<file path="src/rtl/alu_arbiter_if.sv">
// Request/response bundle between two ALU clients and alu_arbiter.
// Requesters use the master modport; the arbiter uses the slave modport.
interface alu_arbiter_if #(parameter int N = 32);
    logic         req0_valid;
    logic         req0_ready;
    logic [N-1:0] req0_a;
    logic [N-1:0] req0_b;
    logic [2:0]   req0_op;
    logic         req1_valid;
    logic         req1_ready;
    logic [N-1:0] req1_a;
    logic [N-1:0] req1_b;
    logic [2:0]   req1_op;
    logic         rsp0_valid;
    logic         rsp0_ready;
    logic [N-1:0] rsp0_result;
    logic         rsp0_zero;
    logic         rsp1_valid;
    logic         rsp1_ready;
    logic [N-1:0] rsp1_result;
    logic         rsp1_zero;

    modport master (
        output req0_valid, req0_a, req0_b, req0_op,
        output req1_valid, req1_a, req1_b, req1_op,
        output rsp0_ready, rsp1_ready,
        input  req0_ready, req1_ready,
        input  rsp0_valid, rsp0_result, rsp0_zero,
        input  rsp1_valid, rsp1_result, rsp1_zero
    );

    modport slave (
        input  req0_valid, req0_a, req0_b, req0_op,
        input  req1_valid, req1_a, req1_b, req1_op,
        input  rsp0_ready, rsp1_ready,
        output req0_ready, req1_ready,
        output rsp0_valid, rsp0_result, rsp0_zero,
        output rsp1_valid, rsp1_result, rsp1_zero
    );
endinterface

</file>
<file path="src/rtl/alu_arbiter.sv">
// Round-robin sharing of one 32-bit ALU between two clients, one registered result slot per port.
// Optional macro ALU_ILLEGAL_OP_CHECK_EN: op 1xx yields result 0 / zero 0 and sets sticky o_illegal_op.
module alu_arbiter (
    input  logic         i_clk,
    input  logic         i_rst_n,
    alu_arbiter_if.slave bus,
    output logic         o_last_grant,
    output logic         o_illegal_op
);
    localparam int N = 32;

    logic         w_elig0;
    logic         w_elig1;
    logic         w_grant0;
    logic         w_grant1;
    logic [N-1:0] w_a;
    logic [N-1:0] w_b;
    logic [2:0]   w_op;
    logic [N-1:0] w_alu;
    logic [N-1:0] w_result;
    logic         w_zero;

    logic         r_rsp0_valid;
    logic [N-1:0] r_rsp0_result;
    logic         r_rsp0_zero;
    logic         r_rsp1_valid;
    logic [N-1:0] r_rsp1_result;
    logic         r_rsp1_zero;
    logic         r_last_grant;

    // A port may be granted only if its slot is empty or being emptied this cycle.
    assign w_elig0  = i_rst_n && bus.req0_valid && (!r_rsp0_valid || bus.rsp0_ready);
    assign w_elig1  = i_rst_n && bus.req1_valid && (!r_rsp1_valid || bus.rsp1_ready);
    assign w_grant0 = w_elig0 && (!w_elig1 || r_last_grant);
    assign w_grant1 = w_elig1 && (!w_elig0 || !r_last_grant);

    assign w_a  = w_grant1 ? bus.req1_a  : bus.req0_a;
    assign w_b  = w_grant1 ? bus.req1_b  : bus.req0_b;
    assign w_op = w_grant1 ? bus.req1_op : bus.req0_op;

    always_comb begin
        w_alu = '0;
        case (w_op)
            3'b000:  w_alu = w_a + w_b;
            3'b001:  w_alu = w_a - w_b;
            3'b010:  w_alu = w_a & w_b;
            3'b011:  w_alu = w_a | w_b;
            default: w_alu = 'x;
        endcase
    end

`ifdef ALU_ILLEGAL_OP_CHECK_EN
    logic r_illegal_op;

    assign w_result = w_op[2] ? '0   : w_alu;
    assign w_zero   = w_op[2] ? 1'b0 : (w_a == w_b);

    always_ff @(posedge i_clk) begin
        if (!i_rst_n) begin
            r_illegal_op <= 1'b0;
        end else if ((w_grant0 || w_grant1) && w_op[2]) begin
            r_illegal_op <= 1'b1;
        end
    end

    assign o_illegal_op = r_illegal_op;
`else
    assign w_result     = w_alu;
    assign w_zero       = (w_a == w_b);
    assign o_illegal_op = 1'b0;
`endif

    // A grant on a draining slot reloads it, giving one op per cycle per port.
    always_ff @(posedge i_clk) begin
        if (!i_rst_n) begin
            r_rsp0_valid  <= 1'b0;
            r_rsp0_result <= '0;
            r_rsp0_zero   <= 1'b0;
            r_rsp1_valid  <= 1'b0;
            r_rsp1_result <= '0;
            r_rsp1_zero   <= 1'b0;
            r_last_grant  <= 1'b1;
        end else begin
            if (w_grant0) begin
                r_rsp0_valid  <= 1'b1;
                r_rsp0_result <= w_result;
                r_rsp0_zero   <= w_zero;
            end else if (r_rsp0_valid && bus.rsp0_ready) begin
                r_rsp0_valid  <= 1'b0;
            end

            if (w_grant1) begin
                r_rsp1_valid  <= 1'b1;
                r_rsp1_result <= w_result;
                r_rsp1_zero   <= w_zero;
            end else if (r_rsp1_valid && bus.rsp1_ready) begin
                r_rsp1_valid  <= 1'b0;
            end

            if (w_grant0) begin
                r_last_grant <= 1'b0;
            end else if (w_grant1) begin
                r_last_grant <= 1'b1;
            end
        end
    end

    assign bus.req0_ready  = w_grant0;
    assign bus.req1_ready  = w_grant1;
    assign bus.rsp0_valid  = r_rsp0_valid;
    assign bus.rsp0_result = r_rsp0_result;
    assign bus.rsp0_zero   = r_rsp0_zero;
    assign bus.rsp1_valid  = r_rsp1_valid;
    assign bus.rsp1_result = r_rsp1_result;
    assign bus.rsp1_zero   = r_rsp1_zero;
    assign o_last_grant    = r_last_grant;
endmodule

</file>
<file path="src/flat_wrapper.sv">
// flat-port wrapper written by rule: the top's interface ports become plain ports
module alu_arbiter_flat 
  (i_clk, i_rst_n, o_last_grant, o_illegal_op, bus_req0_valid, bus_req0_a, bus_req0_b, bus_req0_op, bus_req1_valid, bus_req1_a, bus_req1_b, bus_req1_op, bus_rsp0_ready, bus_rsp1_ready, bus_req0_ready, bus_req1_ready, bus_rsp0_valid, bus_rsp0_result, bus_rsp0_zero, bus_rsp1_valid, bus_rsp1_result, bus_rsp1_zero);
  alu_arbiter_if #(.N(32)) bus_i ();
  input  logic i_clk;
  input  logic i_rst_n;
  output logic o_last_grant;
  output logic o_illegal_op;
  input wire logic [$bits(bus_i.req0_valid)-1:0] bus_req0_valid;
  input wire logic [$bits(bus_i.req0_a)-1:0] bus_req0_a;
  input wire logic [$bits(bus_i.req0_b)-1:0] bus_req0_b;
  input wire logic [$bits(bus_i.req0_op)-1:0] bus_req0_op;
  input wire logic [$bits(bus_i.req1_valid)-1:0] bus_req1_valid;
  input wire logic [$bits(bus_i.req1_a)-1:0] bus_req1_a;
  input wire logic [$bits(bus_i.req1_b)-1:0] bus_req1_b;
  input wire logic [$bits(bus_i.req1_op)-1:0] bus_req1_op;
  input wire logic [$bits(bus_i.rsp0_ready)-1:0] bus_rsp0_ready;
  input wire logic [$bits(bus_i.rsp1_ready)-1:0] bus_rsp1_ready;
  output wire logic [$bits(bus_i.req0_ready)-1:0] bus_req0_ready;
  output wire logic [$bits(bus_i.req1_ready)-1:0] bus_req1_ready;
  output wire logic [$bits(bus_i.rsp0_valid)-1:0] bus_rsp0_valid;
  output wire logic [$bits(bus_i.rsp0_result)-1:0] bus_rsp0_result;
  output wire logic [$bits(bus_i.rsp0_zero)-1:0] bus_rsp0_zero;
  output wire logic [$bits(bus_i.rsp1_valid)-1:0] bus_rsp1_valid;
  output wire logic [$bits(bus_i.rsp1_result)-1:0] bus_rsp1_result;
  output wire logic [$bits(bus_i.rsp1_zero)-1:0] bus_rsp1_zero;
  assign bus_i.req0_valid = bus_req0_valid;
  assign bus_i.req0_a = bus_req0_a;
  assign bus_i.req0_b = bus_req0_b;
  assign bus_i.req0_op = bus_req0_op;
  assign bus_i.req1_valid = bus_req1_valid;
  assign bus_i.req1_a = bus_req1_a;
  assign bus_i.req1_b = bus_req1_b;
  assign bus_i.req1_op = bus_req1_op;
  assign bus_i.rsp0_ready = bus_rsp0_ready;
  assign bus_i.rsp1_ready = bus_rsp1_ready;
  assign bus_req0_ready = bus_i.req0_ready;
  assign bus_req1_ready = bus_i.req1_ready;
  assign bus_rsp0_valid = bus_i.rsp0_valid;
  assign bus_rsp0_result = bus_i.rsp0_result;
  assign bus_rsp0_zero = bus_i.rsp0_zero;
  assign bus_rsp1_valid = bus_i.rsp1_valid;
  assign bus_rsp1_result = bus_i.rsp1_result;
  assign bus_rsp1_zero = bus_i.rsp1_zero;
  alu_arbiter u_core (.i_clk(i_clk), .i_rst_n(i_rst_n), .bus(bus_i), .o_last_grant(o_last_grant), .o_illegal_op(o_illegal_op));
endmodule
</file>
<file path="config.mk">
export PLATFORM = sky130hd
export DESIGN_NAME = alu_arbiter_flat
export DESIGN_NICKNAME = d
export VERILOG_FILES = /design/src/rtl/alu_arbiter_if.sv /design/src/rtl/alu_arbiter.sv /design/src/flat_wrapper.sv
export SDC_FILE = /design/constraint.sdc
export NUM_CORES = 1
export LEC_CHECK = 0
export ABC_CLOCK_PERIOD_IN_PS = 5900
export BUFFER_PORTS_ARGS = -buffer_cell sky130_fd_sc_hd__buf_2
export CELL_PAD_IN_SITES_DETAIL_PLACEMENT = 0
export CELL_PAD_IN_SITES_GLOBAL_PLACEMENT = 1
export CORE_ASPECT_RATIO = 1.5
export CORE_MARGIN = 4
export CORE_UTILIZATION = 38
export CTS_CLUSTER_SIZE = 16
export DETAILED_ROUTE_END_ITERATION = 12
export GPL_TIMING_DRIVEN = 0
export PLACE_DENSITY_LB_ADDON = 0.2
export SETUP_SLACK_MARGIN = 0.1
export SLEW_MARGIN = 10
export SYNTH_ARGS = -nofsm -noshare
export SYNTH_HDL_FRONTEND = slang
export SYNTH_SLANG_ARGS = --single-unit
</file>
<file path="constraint.sdc">
create_clock -name i_clk -period 5.9 [get_ports i_clk]
set_input_delay 0.295 -clock i_clk [delete_from_list [all_inputs] [get_ports i_clk]]
set_output_delay 0.295 -clock i_clk [all_outputs]
set_load 0.01 [all_outputs]
</file>
After elaboration in Yosys (flattened, before gate mapping)
Index checks and enable logic that the tools add are counted.
{ "classes": {"mux": 10, "eq_ne": 4, "n_reduce_logical": 21, "n_addsub": 2, "bitwise_logic": 2} }
{ "ops": {"columns": ["op", "n"], "rows": [
  ["one-hot mux 32 bit (4 select lines)", 1],
  ["2-to-1 mux 32 bit", 2],
  ["adder 32 bit", 1],
  ["bitwise AND 32 bit", 1],
  ["equality test 32 bit", 1],
  ["bitwise OR 32 bit", 1],
  ["subtractor 32 bit", 1],
  ["logical AND 1 bit", 8],
  ["equality test 3 x 2 -> 1 bit, second input constant", 2],
  ["2-to-1 mux 1 bit", 6],
  ["nonzero test 2 bit", 3],
  ["zero test 1 bit", 5],
  ["logical OR 1 bit", 4],
  ["equality test 3 x 1 -> 1 bit, second input constant", 1],
  ["zero test 3 bit", 1],
  ["2-to-1 mux 3 bit", 1]
]} }
{ "word_totals": {"in_bits": 140, "reg_bits": 69, "wordCells": 46} }

Logic depth before layout (Yosys ltp)
Gate-level depths: netlist of the first run.
{ "logic_depth": {"word_depth": 9, "depth_mapped": 21, "ltp_nobuf": 17} }

Least setup slack after synthesis of the first run
OpenSTA, ideal clock, no wires.
{ "synth_timing": {"path_type": "input port to flip-flop", "startpoint": "input i_rst_n", "endpoint": "register u_core.r_rsp0_result[30] (netlist: u_core.bus.rsp0_result[30])", "path_buffers": 4, "t_arrival_ps": 4330, "slack_ps": 1496, "setup_ps": 74, "path_stages": 21, "cell_sequence": "buf_2 -> nand2_1 -> a311o_1 -> clkbuf_1 -> inv_2 -> clkbuf_1 -> clkbuf_1 -> nand2_1 -> nand2_1 -> ha_1 -> inv_1 -> fa_1 -> or2b_1 -> a21oi_1 -> o2111a_1 -> a211oi_2 -> a31oi_2 -> nand3_1 -> a2111o_1 -> a22o_1 -> o21ai_0"} }
{ "synth_via": {"elab_chain_len": 8, "word_cells_on_any_way": 22, "classes_between": "add/sub (2); eq/ne (3); mux (4); bitwise (2); reduce/logical (11)"} }
{ "synth_lines": {"columns": ["item", "line_no", "text"], "rows": [
  ["start: declaration", "flat_wrapper.sv:6", "input logic i_rst_n;"],
  ["logical AND 1 bit (2 in a row)", "alu_arbiter.sv:32", "assign w_elig0 = i_rst_n && bus.req0_valid && (!r_rsp0_valid || bus.rsp0_ready);"],
  ["zero test 1 bit", "alu_arbiter.sv:35", "assign w_grant1 = w_elig1 && (!w_elig0 || !r_last_grant);"],
  ["logical OR 1 bit", "alu_arbiter.sv:35", null],
  ["logical AND 1 bit", "alu_arbiter.sv:35", null],
  ["2-to-1 mux 32 bit (tied with other cells)", "alu_arbiter.sv:37", "assign w_a = w_grant1 ? bus.req1_a : bus.req0_a;"],
  ["subtractor 32 bit (tied with other cells)", "alu_arbiter.sv:45", "3'b001: w_alu = w_a - w_b;"],
  ["one-hot mux 32 bit (4 select lines)", "alu_arbiter.sv:43", "case (w_op)"],
  ["end signal: assignment", "alu_arbiter.sv:86", "r_rsp0_result <= w_result;"],
  ["end: declaration", "alu_arbiter.sv:24", "logic [N-1:0] r_rsp0_result;"]
]} }
Parallel ways exist; a longest one is shown, timed or not.
A chain may end at the register's enable or synchronous reset.

Worst setup path after layout of the first run
{ "layout_timing": {"startpoint": "register u_core.r_rsp0_valid (netlist: u_core.bus.rsp0_valid)", "endpoint": "register u_core.r_rsp0_result[25] (netlist: u_core.bus.rsp0_result[25])"} }
{ "layout_via": {"elab_chain_len": 9, "word_cells_on_any_way": 19, "classes_between": "add/sub (2); eq/ne (3); mux (4); bitwise (2); reduce/logical (8)"} }
{ "layout_lines": {"columns": ["item", "line_no", "text"], "rows": [
  ["start: declaration", "alu_arbiter.sv:23", "logic r_rsp0_valid;"],
  ["start signal: assignment", "alu_arbiter.sv:76", "r_rsp0_valid <= 1'b0;"],
  ["start signal: assignment", "alu_arbiter.sv:85", "r_rsp0_valid <= 1'b1;"],
  ["start signal: assignment", "alu_arbiter.sv:89", "r_rsp0_valid <= 1'b0;"],
  ["zero test 1 bit (*)", "alu_arbiter.sv:32", null],
  ["logical OR 1 bit (*)", "alu_arbiter.sv:32", null],
  ["logical AND 1 bit (*)", "alu_arbiter.sv:32", null],
  ["zero test 1 bit", "alu_arbiter.sv:35", null],
  ["logical OR 1 bit", "alu_arbiter.sv:35", null],
  ["logical AND 1 bit", "alu_arbiter.sv:35", null],
  ["2-to-1 mux 32 bit (tied with other cells)", "alu_arbiter.sv:37", null],
  ["subtractor 32 bit (tied with other cells)", "alu_arbiter.sv:45", null],
  ["one-hot mux 32 bit (4 select lines)", "alu_arbiter.sv:43", null]
]} }
Every way passes the cells marked *; elsewhere a longest branch is shown, timed or not.

==> impl_results.md, run 1 <==
* Switching power at 1.074 mW
* Clock-pin slew reported for the worst setup and hold paths after clock tree synthesis at 0.06 ns
* Sw Ratio at 45.44%
* Total inserted antenna cells at 0
* Dominant combinational cell family by area after synthesis: compound AO/OA/AOI/OAI gates
* Final setup violation count at 0
* Clock Skews at 0.01091 ns
* Slowest cell delay on critical path at 0.60 ns
* Transition time of the tightest slew-check pin at 1.201 ns
* Vias in the first global route at 9474
* Register area at 0.001381 mm²
* Synth top cells by count: 258 x sky130_fd_sc_hd__nand2_1, 97 x sky130_fd_sc_hd__inv_1, 95 x sky130_fd_sc_hd__ha_1
* Critical Setup Path Class: reg -> reg
* Drt pass-1 iters at 5
* Type of origin of the critical path: register
* Post-synthesis cell count at 1258
* Cell types occupying the most area after synthesis: sky130_fd_sc_hd__dfxtp_1 16%, sky130_fd_sc_hd__ha_1 14%, sky130_fd_sc_hd__nand2_1 12%
* Net count of the mapped netlist at 1495
* Initial antenna violation count at 0
* Combinational fraction of design power at 54.0%
* Total grt overflow at 0
* Adder-cell share of the synthesized area at 14.64%
* Post-synthesis cell area at 0.008392 mm²
* XOR/XNOR share of the synthesized area at 0.7306%
* Slew margin rel. at 17.65%
* Share of layout cells above drive strength 1 at 19.30%
* Setup slack at placement at -0.5992 ns
* Number of placement rows at 66
* Number of sinks on the clock net at 69
* Number of placed instances with taps included at 1739
* Total global-route track usage at 28.67%
* Vias at 10150
* Number of CTS-inserted buffers at 9
* Outcome: finished clean
* Layout overhead on the synthesized area at 20.19%
* Share of the synthesized area in the top cell type at 16.46%
* Count of synthesis-stage warnings from yosys at 0
* Max Cap Violations at 0
* Pins over their slew limit at 0
* Overall power consumption at 2.364 mW
* Critical path peak fanout at 17
* Critical-path cell list: nand2b_1, a311o_1, clkbuf_1, inv_2, clkbuf_2, nand2_1, nand2_1, ha_1, a21o_1, and4_2, a311oi_1, o21ai_0, a41oi_1, o21ai_0, o221a_2, o22ai_1, o21ai_0
* Residual antenna-violating net count after detailed routing at 0
* Ratio of final minimum period to clock period at 94.50%
* Count of flip-flops with a built-in enable after synthesis at 0
* Top FF cell, synth: sky130_fd_sc_hd__dfxtp_1
* Worst hold path class: in -> reg
* Worst hold start: bus_req1_valid
* Largest net degree at the start of global routing at 18
* Max H-tree Level at 3
* P per Cell Area at 234.4 mW/mm²
* Final TNS setup at 0 ns
* CTS tree: built
* Count of state elements after synthesis at 69
* Synthesized area divided by synthesized cell count at 6.671 µm²
* DRC viols at 0
* Final hold viol count at 0
* Share of synthesized area spent on multiplexers at 1.297%
* Tightest hold margin at 0.2945 ns
* Gp weighted congestion at 0.9714
* Wire length of the first global-routing pass at 54400 µm
* Sequential-to-total area share from yosys stat at 16.46%
* Worst-case vdd ir drop at 0.1186 mV
* Async set or reset register ratio after synthesis at 0%
* Cell repeated most along the worst path: sky130_fd_sc_hd__o21ai_0
* Max Freq at 179.4 MHz
* Core area at 0.02172 mm²
* Number of vias per cell after detailed routing at 5.787
* Cell depth of the worst flop-to-flop path at 17
* Sum of net half-perimeters after detailed placement at 29800 µm
* Clock Latency Late Sink at 0.35 ns
* Library cell with the highest instance count after synthesis: sky130_fd_sc_hd__nand2_1
* Smallest setup slack after layout at 0.3245 ns
* DIE AREA at 0.02457 mm²
* Horizontal die dimension at 129.3 µm
* Shortest period the worst path allows at 5.575 ns
* Routed len/inst at 20.98 µm
* Number of I/O pins at 212
* Area used by multi-input combinational logic at 0.006314 mm²
* Critical path data arrival time at 5.78 ns
* Fillcell total at 2397
* Relative contribution of sequential cells to total power at 23.0%
* Total length of routed wires at 36790 µm
* Clock tree root driver cell: sky130_fd_sc_hd__clkbuf_16
* Hold Crit Endpoint: u_core.o_last_grant
* Worst reg2reg path startpoint: u_core.bus.rsp0_valid
* Maximum count of clock buffers along a single path at 2
* Endpoint of the most critical register-to-register path: u_core.bus.rsp0_result[25]
* Category of the worst setup path capture point: register
* Cell type with the highest aggregate area in the netlist: sky130_fd_sc_hd__dfxtp_1
* Static leakage at 5.001 nW
* Setup repair after global routing missed its margin: false
* Total of buffers placed on input and output ports at 209
* Synth Area in Compound Gates at 32.00%
* Initial core utilization at 38.64%
* Detailed router's first-iteration violation count at 747
* Worst hold path depth at 3
* Simple-gate share of the synthesized area at 26.45%
* Count of unique library cells instantiated by Yosys at 84
* Total internal power at 1.290 mW
* Y dimension of the die at 190.0 µm
* Slowest stage cell on the critical path: sky130_fd_sc_hd__a311oi_1
* Non-filler cells, final at 1754
* Required time of the worst setup path at 6.11 ns
* Clock share of power at 23.0%
* Nets at 1714
* Reg-to-reg slack, setup at 0.32 ns
layer usage:
layer | track usage, % | share of wire (%) | up-vias
met2 | 51.16 | 49 | 451
met4 | 11.48 | 4.0 | 0
met5 | 0 | 0 | -
met1 | 34.74 | 40 | 4735
li1 | - | - | 4873
met3 | 2.893 | 6.8 | 91
placed cells by master (no fill, tap or decap), types with 15 or more instances in the layout:
cell type	n
sky130_fd_sc_hd__nor2_1	92
sky130_fd_sc_hd__o22ai_1	18
sky130_fd_sc_hd__a211oi_1	25
sky130_fd_sc_hd__o21bai_1	17
sky130_fd_sc_hd__ha_1	95
sky130_fd_sc_hd__inv_1	97
sky130_fd_sc_hd__buf_2	225
sky130_fd_sc_hd__nor2b_1	15
sky130_fd_sc_hd__nand3_1	53
sky130_fd_sc_hd__nor4_1	15
sky130_fd_sc_hd__o21ai_0	77
sky130_fd_sc_hd__clkbuf_1	49
sky130_fd_sc_hd__a21oi_1	93
sky130_fd_sc_hd__nand2_1	258
sky130_fd_sc_hd__dfxtp_1	69
worst max-delay path: cells and delay by family, from the launching register on:
family	cells	cell delay [ns]
compound gates	9	3.13
simple gates	4	0.61
buf+inv	3	1.08
flops	1	0.33
fa+ha+maj	1	0.29
flip-flops by register name, indices dropped and copies added (netlist names):
name	cells
u_core.bus.rsp0_result	32
u_core.bus.rsp1_result	32
u_core.bus.rsp0_valid	1
u_core.bus.rsp0_zero	1
u_core.bus.rsp1_valid	1
u_core.bus.rsp1_zero	1
u_core.o_last_grant	1
power by group through the flow:
stage / clock (mW) / sequential, mW / combinational (mW)
CTS: 0.546 / 0.544 / 1.25
detailed placement: 0 / 0.554 / 1.25
global placement: 0 / 0.552 / 1.24
floorplan: 0 / 0.577 / 0.790
finish: 0.544 / 0.544 / 1.28
global route: 0.565 / 0.548 / 1.38
worst max-delay path by stage:
stage | startpoint | to | slack (ns) | depth (start not counted)
2_1_floorplan | i_rst_n | u_core.bus.rsp0_result[30] | 1.50 | 21
3_3_place_gp | bus_rsp0_ready | u_core.bus.rsp1_result[21] | -0.67 | 19
3_5_place_dp | bus_rsp0_ready | u_core.bus.rsp1_result[21] | -0.60 | 19
4_1_cts | u_core.bus.rsp0_valid | u_core.bus.rsp1_result[21] | 0.23 | 17
5_1_grt | u_core.bus.rsp0_valid | u_core.bus.rsp1_result[25] | 0.11 | 17
6_report | u_core.bus.rsp0_valid | u_core.bus.rsp0_result[25] | 0.32 | 17
stage by stage:
step	util [%]	area [µm²]
2_1_floorplan	-	8392
3_3_place_gp	45.02	9778
3_5_place_dp	45.02	9778
4_1_cts	46.39	10080
5_1_grt	46.44	10090
6_report	46.44	10090
logic make-up after synthesis:
family / after synthesis
buffers and inverters: 178
muxes: 10
AOI/OAI and AO/OA: 395
adders and majority gates: 97
DFF: 69
and+or+nand+nor: 501
other: 1
xor gates and xnor gates: 7
final cells by class:
| type | count | share of cell area [%] |
|---|---|---|
| well taps | 272 | 3.374 |
| inverters | 99 | 3.684 |
| clock buffers | 9 | 2.233 |
| plain buffers | 78 | 3.325 |
| repair buffers | 209 | 10.37 |
| clock inverters | 7 | 0.7195 |
| flip-flops and latches | 69 | 13.70 |
| multi-input cells | 1011 | 62.60 |
timing repair:
action                                  4_1_cts  5_1_grt
pin swaps                                     0        0
endpoints found under the setup margin       30       16
endpoints found under the hold margin         0        0
hold buffers                                  0        0
buffers inserted                              0        0
resized for setup                             3        5
Power figures use the tool's default switching activity.
==> run 2, diff against run 1 <==
BUFFER_PORTS_ARGS = unset   (was -buffer_cell sky130_fd_sc_hd__buf_2)
CORE_UTILIZATION = 41   (was 38)
DONT_BUFFER_PORTS = 1   (was unset)
GPL_TIMING_DRIVEN = unset   (was 0)
PLACE_DENSITY_LB_ADDON = 0.1   (was 0.2)
==> run 2 against run 1 <==
Clock skew fell by 0.0051 ns. Critical endpoint unchanged. Clock power grew 13%. Die area shrank 6.9%. Clock-buffer cell count up 3. Non-clock buffer count down 274. Worst setup slack better by 0.32 ns. Highest routed layer unchanged.
==> impl_results.md, run 2 (same netlist as run 1, synthesis figures left out) <==
* Final TNS setup at 0 ns
* Gp weighted congestion at 0.9361
* Sum of net half-perimeters after detailed placement at 24180 µm
* Commonest cells after routing, fill and taps aside: 258 x sky130_fd_sc_hd__nand2_1, 97 x sky130_fd_sc_hd__inv_1, 95 x sky130_fd_sc_hd__ha_1, 93 x sky130_fd_sc_hd__a21oi_1, 92 x sky130_fd_sc_hd__nor2_1
* Slowest cell delay on critical path at 0.72 ns
* Final hold viol count at 0
* Vias in the first global route at 8461
* Count of cells resized by post-cts repair at 0
* Clock Latency Late Sink at 0.34 ns
* Clock tree root driver cell: sky130_fd_sc_hd__clkbuf_16
* Clock-pin slew reported for the worst setup and hold paths after clock tree synthesis at 0.06 ns
* Largest net degree at the start of global routing at 56
* Clock Skews at 0.005820 ns
* Total length of routed wires at 31470 µm
* Slew margin rel. at 19.73%
* Required time of the worst setup path at 6.15 ns
* Reg-to-reg slack, setup at 0.65 ns
* Commonest non-fill, non-tap cell in the layout: sky130_fd_sc_hd__nand2_1
* Critical path peak fanout at 27
* Number of buffers inserted by hold repair at cts at 0
* Final setup violation count at 0
* Drt pass-1 iters at 7
* Number of vias per cell after detailed routing at 6.104
* Layout overhead on the synthesized area at 5.561%
* Cell type group with the largest total delay on the critical path: compound AO/OA/AOI/OAI gates
* Static leakage at 4.014 nW
* Outcome: finished clean
* Detailed router's first-iteration violation count at 572
* Wire length of the first global-routing pass at 48110 µm
* Worst-case vdd ir drop at 0.1529 mV
* Type of origin of the critical path: register
* Slowest stage cell on the critical path: sky130_fd_sc_hd__a311oi_1
* Transition time of the tightest slew-check pin at 1.170 ns
* CTS tree: built
* Core area at 0.01994 mm²
* Switching power at 981.6 µW
* Number of CTS-inserted buffers at 9
* Critical Setup Path Class: reg -> reg
* Initial antenna violation count at 0
* # Post-CTS Setup Buffers at 0
* Routed len/inst at 21.45 µm
* Sw Ratio at 43.17%
* Max Cap Violations at 0
* Combinational fraction of design power at 47.3%
* Total grt overflow at 0
* Relative contribution of sequential cells to total power at 25.7%
* Setup repair after global routing missed its margin: false
* Pins over their slew limit at 0
* DRC viols at 0
* Max Freq at 190.4 MHz
* Worst Path Buf+Inv at 1
* Category of the worst setup path capture point: register
* Shortest period the worst path allows at 5.251 ns
* Residual antenna-violating net count after detailed routing at 0
* Total global-route track usage at 26.32%
* DIE AREA at 0.02287 mm²
* Final design area excluding fillers at 0.008859 mm²
* Vias at 8954
* Max H-tree Level at 3
* Share of layout cells above drive strength 1 at 5.551%
* Total of buffers placed on input and output ports at 0
* Critical-path cell list: nand2b_1, a311o_2, clkinv_2, nand2_1, nand2_1, ha_1, a21o_1, and4_2, a311oi_1, o21ai_0, a41oi_1, o21ai_0, a221oi_1, o22ai_1, o21ai_0
* Cell repeated most along the worst path: sky130_fd_sc_hd__o21ai_0
* Critical path data arrival time at 5.51 ns
* Total inserted antenna cells at 0
* Clock share of power at 27.0%
* P per Cell Area at 256.7 mW/mm²
* Ratio of final minimum period to clock period at 89.00%
* Area after detailed placement at 0.008524 mm²
* Number of placement rows at 63
* Worst hold path class: in -> reg
* Number of sinks on the clock net at 69
* Nets at 1440
* Y dimension of the die at 183.2 µm
* Horizontal die dimension at 124.8 µm
* Initial core utilization at 42.08%
* Number of I/O pins at 212
* Total internal power at 1.292 mW
* Maximum count of clock buffers along a single path at 2
run 2: metrics by stage:
stage / hold slack, ns / setup slack, ns / std cells / utilization, % / power, mW
2_1_floorplan: 0.4783 / 1.496 / 1258 / - / 1.367
3_3_place_gp: 0.3880 / 0.7601 / 1452 / 42.74 / 1.649
3_5_place_dp: 0.3981 / 0.7569 / 1452 / 42.74 / 1.654
4_1_cts: 0.04703 / 0.7172 / 1467 / 44.42 / 2.269
5_1_grt: 0.08020 / 0.2822 / 1467 / 44.42 / 2.422
6_report: 0.06093 / 0.6488 / 1467 / 44.42 / 2.274
run 2: layout make-up:
type                    instances  area [µm²]
fillers                      2161       11080
inverters                      99       372.9
multi-input cells            1011        6335
well taps                     260       325.3
flip-flops and latches         69        1381
clock buffers                  12       266.5
clock inverters                 3       67.56
repair buffers                 13       110.1
run 2: layer usage:
metal	vias up	global-route usage (%)	part of all wire, %
met5	-	0	0
met2	372	43.39	47
li1	4333	-	-
met3	68	5.274	8.0
met4	0	9.983	3.4
met1	4181	34.05	42
run 2: power by group through the flow:
stage	clock network [mW]	logic, mW	registers [mW]
finish	0.613	1.08	0.585
global route	0.638	1.19	0.592
CTS	0.621	1.06	0.587
detailed placement	0	1.06	0.597
global placement	0	1.05	0.596
floorplan	0	0.790	0.577
run 2: worst paths after layout:
kind                                    from                    endpoint  cells after the start
setup reg to reg       u_core.bus.rsp0_valid  u_core.bus.rsp0_result[25]                     15
hold / removal                       i_rst_n         u_core.o_last_grant                      1
hold reg to reg   u_core.bus.rsp1_result[26]  u_core.bus.rsp1_result[26]                      2
setup / recovery       u_core.bus.rsp0_valid  u_core.bus.rsp0_result[25]                     15
run 2: worst register-to-register path, delay by kind of cell, from the launching register on:
family / cells / cell delay [ns]
AND/OR/NAND/NOR: 4 / 0.72
buffers and inverters: 1 / 0.50
flip-flops: 1 / 0.34
adder cells (fa/ha/maj): 1 / 0.32
AO/OA/AOI/OAI: 9 / 3.29
==> run 3, diff against run 2 <==
ABC_CLOCK_PERIOD_IN_PS = 4850   (was 5900)
clock period = 4.85 ns   (was 5.9 ns; I/O delays follow)
==> run 3 against run 2 <==
Die area did not move. Via count about the same. Clock-buffer cell count fell by 3. Clock power is 21% higher. Register-to-register slack worse by 0.34 ns. Largest power group unchanged. Highest routed layer unchanged.
==> impl_results.md, run 3 (same netlist as run 1, synthesis figures left out) <==
* Type of origin of the critical path: register
* Cell type group with the largest total delay on the critical path: compound AO/OA/AOI/OAI gates
* Total of buffers placed on input and output ports at 0
* Slowest cell delay on critical path at 0.47 ns
* Commonest cells after routing, fill and taps aside: 258 x sky130_fd_sc_hd__nand2_1, 97 x sky130_fd_sc_hd__inv_1, 93 x sky130_fd_sc_hd__ha_1, 92 x sky130_fd_sc_hd__nor2_1, 90 x sky130_fd_sc_hd__a21oi_1
* Clock Latency Late Sink at 0.33 ns
* Initial core utilization at 42.08%
* Nets at 1465
* Critical path peak fanout at 16
* Critical Setup Path Class: reg -> reg
* Number of I/O pins at 212
* Smallest setup slack after layout at 0.3110 ns
* Required time of the worst setup path at 5.09 ns
* Setup repair after global routing missed its margin: true
* Commonest non-fill, non-tap cell in the layout: sky130_fd_sc_hd__nand2_1
* Transition time of the tightest slew-check pin at 0.8977 ns
* Outcome: finished clean
* CTS tree: built
* Drt pass-1 iters at 4
* Worst hold path class: in -> reg
* Ratio of final minimum period to clock period at 93.59%
* # Post-CTS Setup Buffers at 0
* Vias at 8962
* Initial antenna violation count at 0
* Y dimension of the die at 183.2 µm
* Tightest hold margin at 0.05577 ns
* Gp weighted congestion at 0.9229
* Layout overhead on the synthesized area at 8.767%
* Total length of routed wires at 31770 µm
* Wire length of the first global-routing pass at 48560 µm
* DIE AREA at 0.02287 mm²
* Worst-case vdd ir drop at 0.1626 mV
* Slew margin rel. at 38.44%
* P per Cell Area at 311.2 mW/mm²
* Share of layout cells above drive strength 1 at 8.279%
* Number of sinks on the clock net at 69
* Setup slack at placement at 0.2078 ns
* Worst Path Buf+Inv at 2
* Final TNS setup at 0 ns
* Critical path data arrival time at 4.78 ns
* Residual antenna-violating net count after detailed routing at 0
* Number of CTS-inserted buffers at 9
* DRC viols at 0
* Critical-path cell list: nand2b_1, a311o_2, clkinv_2, nand2_1, nand2_1, ha_1, inv_1, fa_1, or2b_1, a21oi_2, o2111a_1, a211oi_2, a31oi_2, nand3_1, a2111o_1, a22o_1, o21ai_0
* Vias in the first global route at 8631
* Routed len/inst at 21.30 µm
* Largest net degree at the start of global routing at 86
* Shortest period the worst path allows at 4.539 ns
* Maximum count of clock buffers along a single path at 2
* Max Freq at 220.3 MHz
* Max H-tree Level at 3
* Static leakage at 4.151 nW
* Final setup violation count at 0
* Core area at 0.01994 mm²
* Clock Skews at 0.01005 ns
* Total grt overflow at 0
* Slowest stage cell on the critical path: sky130_fd_sc_hd__a311o_2
* Cell repeated most along the worst path: sky130_fd_sc_hd__nand2_1
* Final hold viol count at 0
* Max Cap Violations at 0
* Total global-route track usage at 26.49%
* Number of vias per cell after detailed routing at 6.007
* Detailed router's first-iteration violation count at 539
* Category of the worst setup path capture point: register
* Number of placement rows at 63
* Pins over their slew limit at 0
* Total inserted antenna cells at 0
* Clock-pin slew reported for the worst setup and hold paths after clock tree synthesis at 0.05 ns
* Sum of net half-perimeters after detailed placement at 25380 µm
* Clock tree root driver cell: sky130_fd_sc_hd__clkbuf_16
* Horizontal die dimension at 124.8 µm
-- run 3: final cells by class --
| class | instances | area, µm² |
|---|---|---|
| Sequential cell | 69 | 1381 |
| Clock inverter | 6 | 111.4 |
| Fill cell | 2131 | 10820 |
| Timing Repair Buffer | 38 | 325.3 |
| Multi-Input combinational cell | 1011 | 6386 |
| Clock buffer | 9 | 225.2 |
| Inverter | 99 | 372.9 |
| Tap cell | 260 | 325.3 |
-- run 3: timing repair --
item	4_1_cts	5_1_grt
hold endpoints to repair	1	0
setup endpoints to repair	0	20
hold buffers	1	0
gates resized for setup	0	11
-- run 3: report_power, final --
| part | total (mW) | leakage [nW] | switching (mW) | internal [mW] |
|---|---|---|---|---|
| clock | 0.743 | 0.162 | 0.244 | 0.500 |
| combinational | 1.39 | 3.42 | 0.892 | 0.498 |
| sequential | 0.708 | 0.566 | 0.0764 | 0.631 |
-- run 3: path summary, 6_finish.rpt --
check                             from  slack (ns)  cells past startpoint                    endpoint
max              u_core.bus.rsp0_valid        0.31                     17  u_core.bus.rsp0_result[30]
min                            i_rst_n        0.06                      2  u_core.bus.rsp1_result[31]
max reg2reg      u_core.bus.rsp0_valid        0.31                     17  u_core.bus.rsp0_result[30]
min reg2reg  u_core.bus.rsp1_result[8]        0.51                      2   u_core.bus.rsp1_result[8]
-- run 3: stage by stage --
step / util (%) / cell area [µm²] / power (mW) / instances
finish: 45.77 / 9128 / 2.841 / 1492
global route: 45.77 / 9128 / 3.028 / 1492
floorplan: - / 8392 / 1.663 / 1258
detailed placement: 43.77 / 8730 / 2.079 / 1476
global placement: 43.77 / 8730 / 2.079 / 1476
CTS: 45.51 / 9076 / 2.829 / 1492
-- run 3: metal layers --
| layer | share of wire [%] | vias up | track usage (%) |
|---|---|---|---|
| met4 | 2.9 | 0 | 9.635 |
| met5 | 0 | - | 0 |
| met1 | 42 | 4219 | 33.28 |
| li1 | - | 4392 | - |
| met3 | 5.9 | 54 | 3.001 |
| met2 | 49 | 297 | 46.79 |
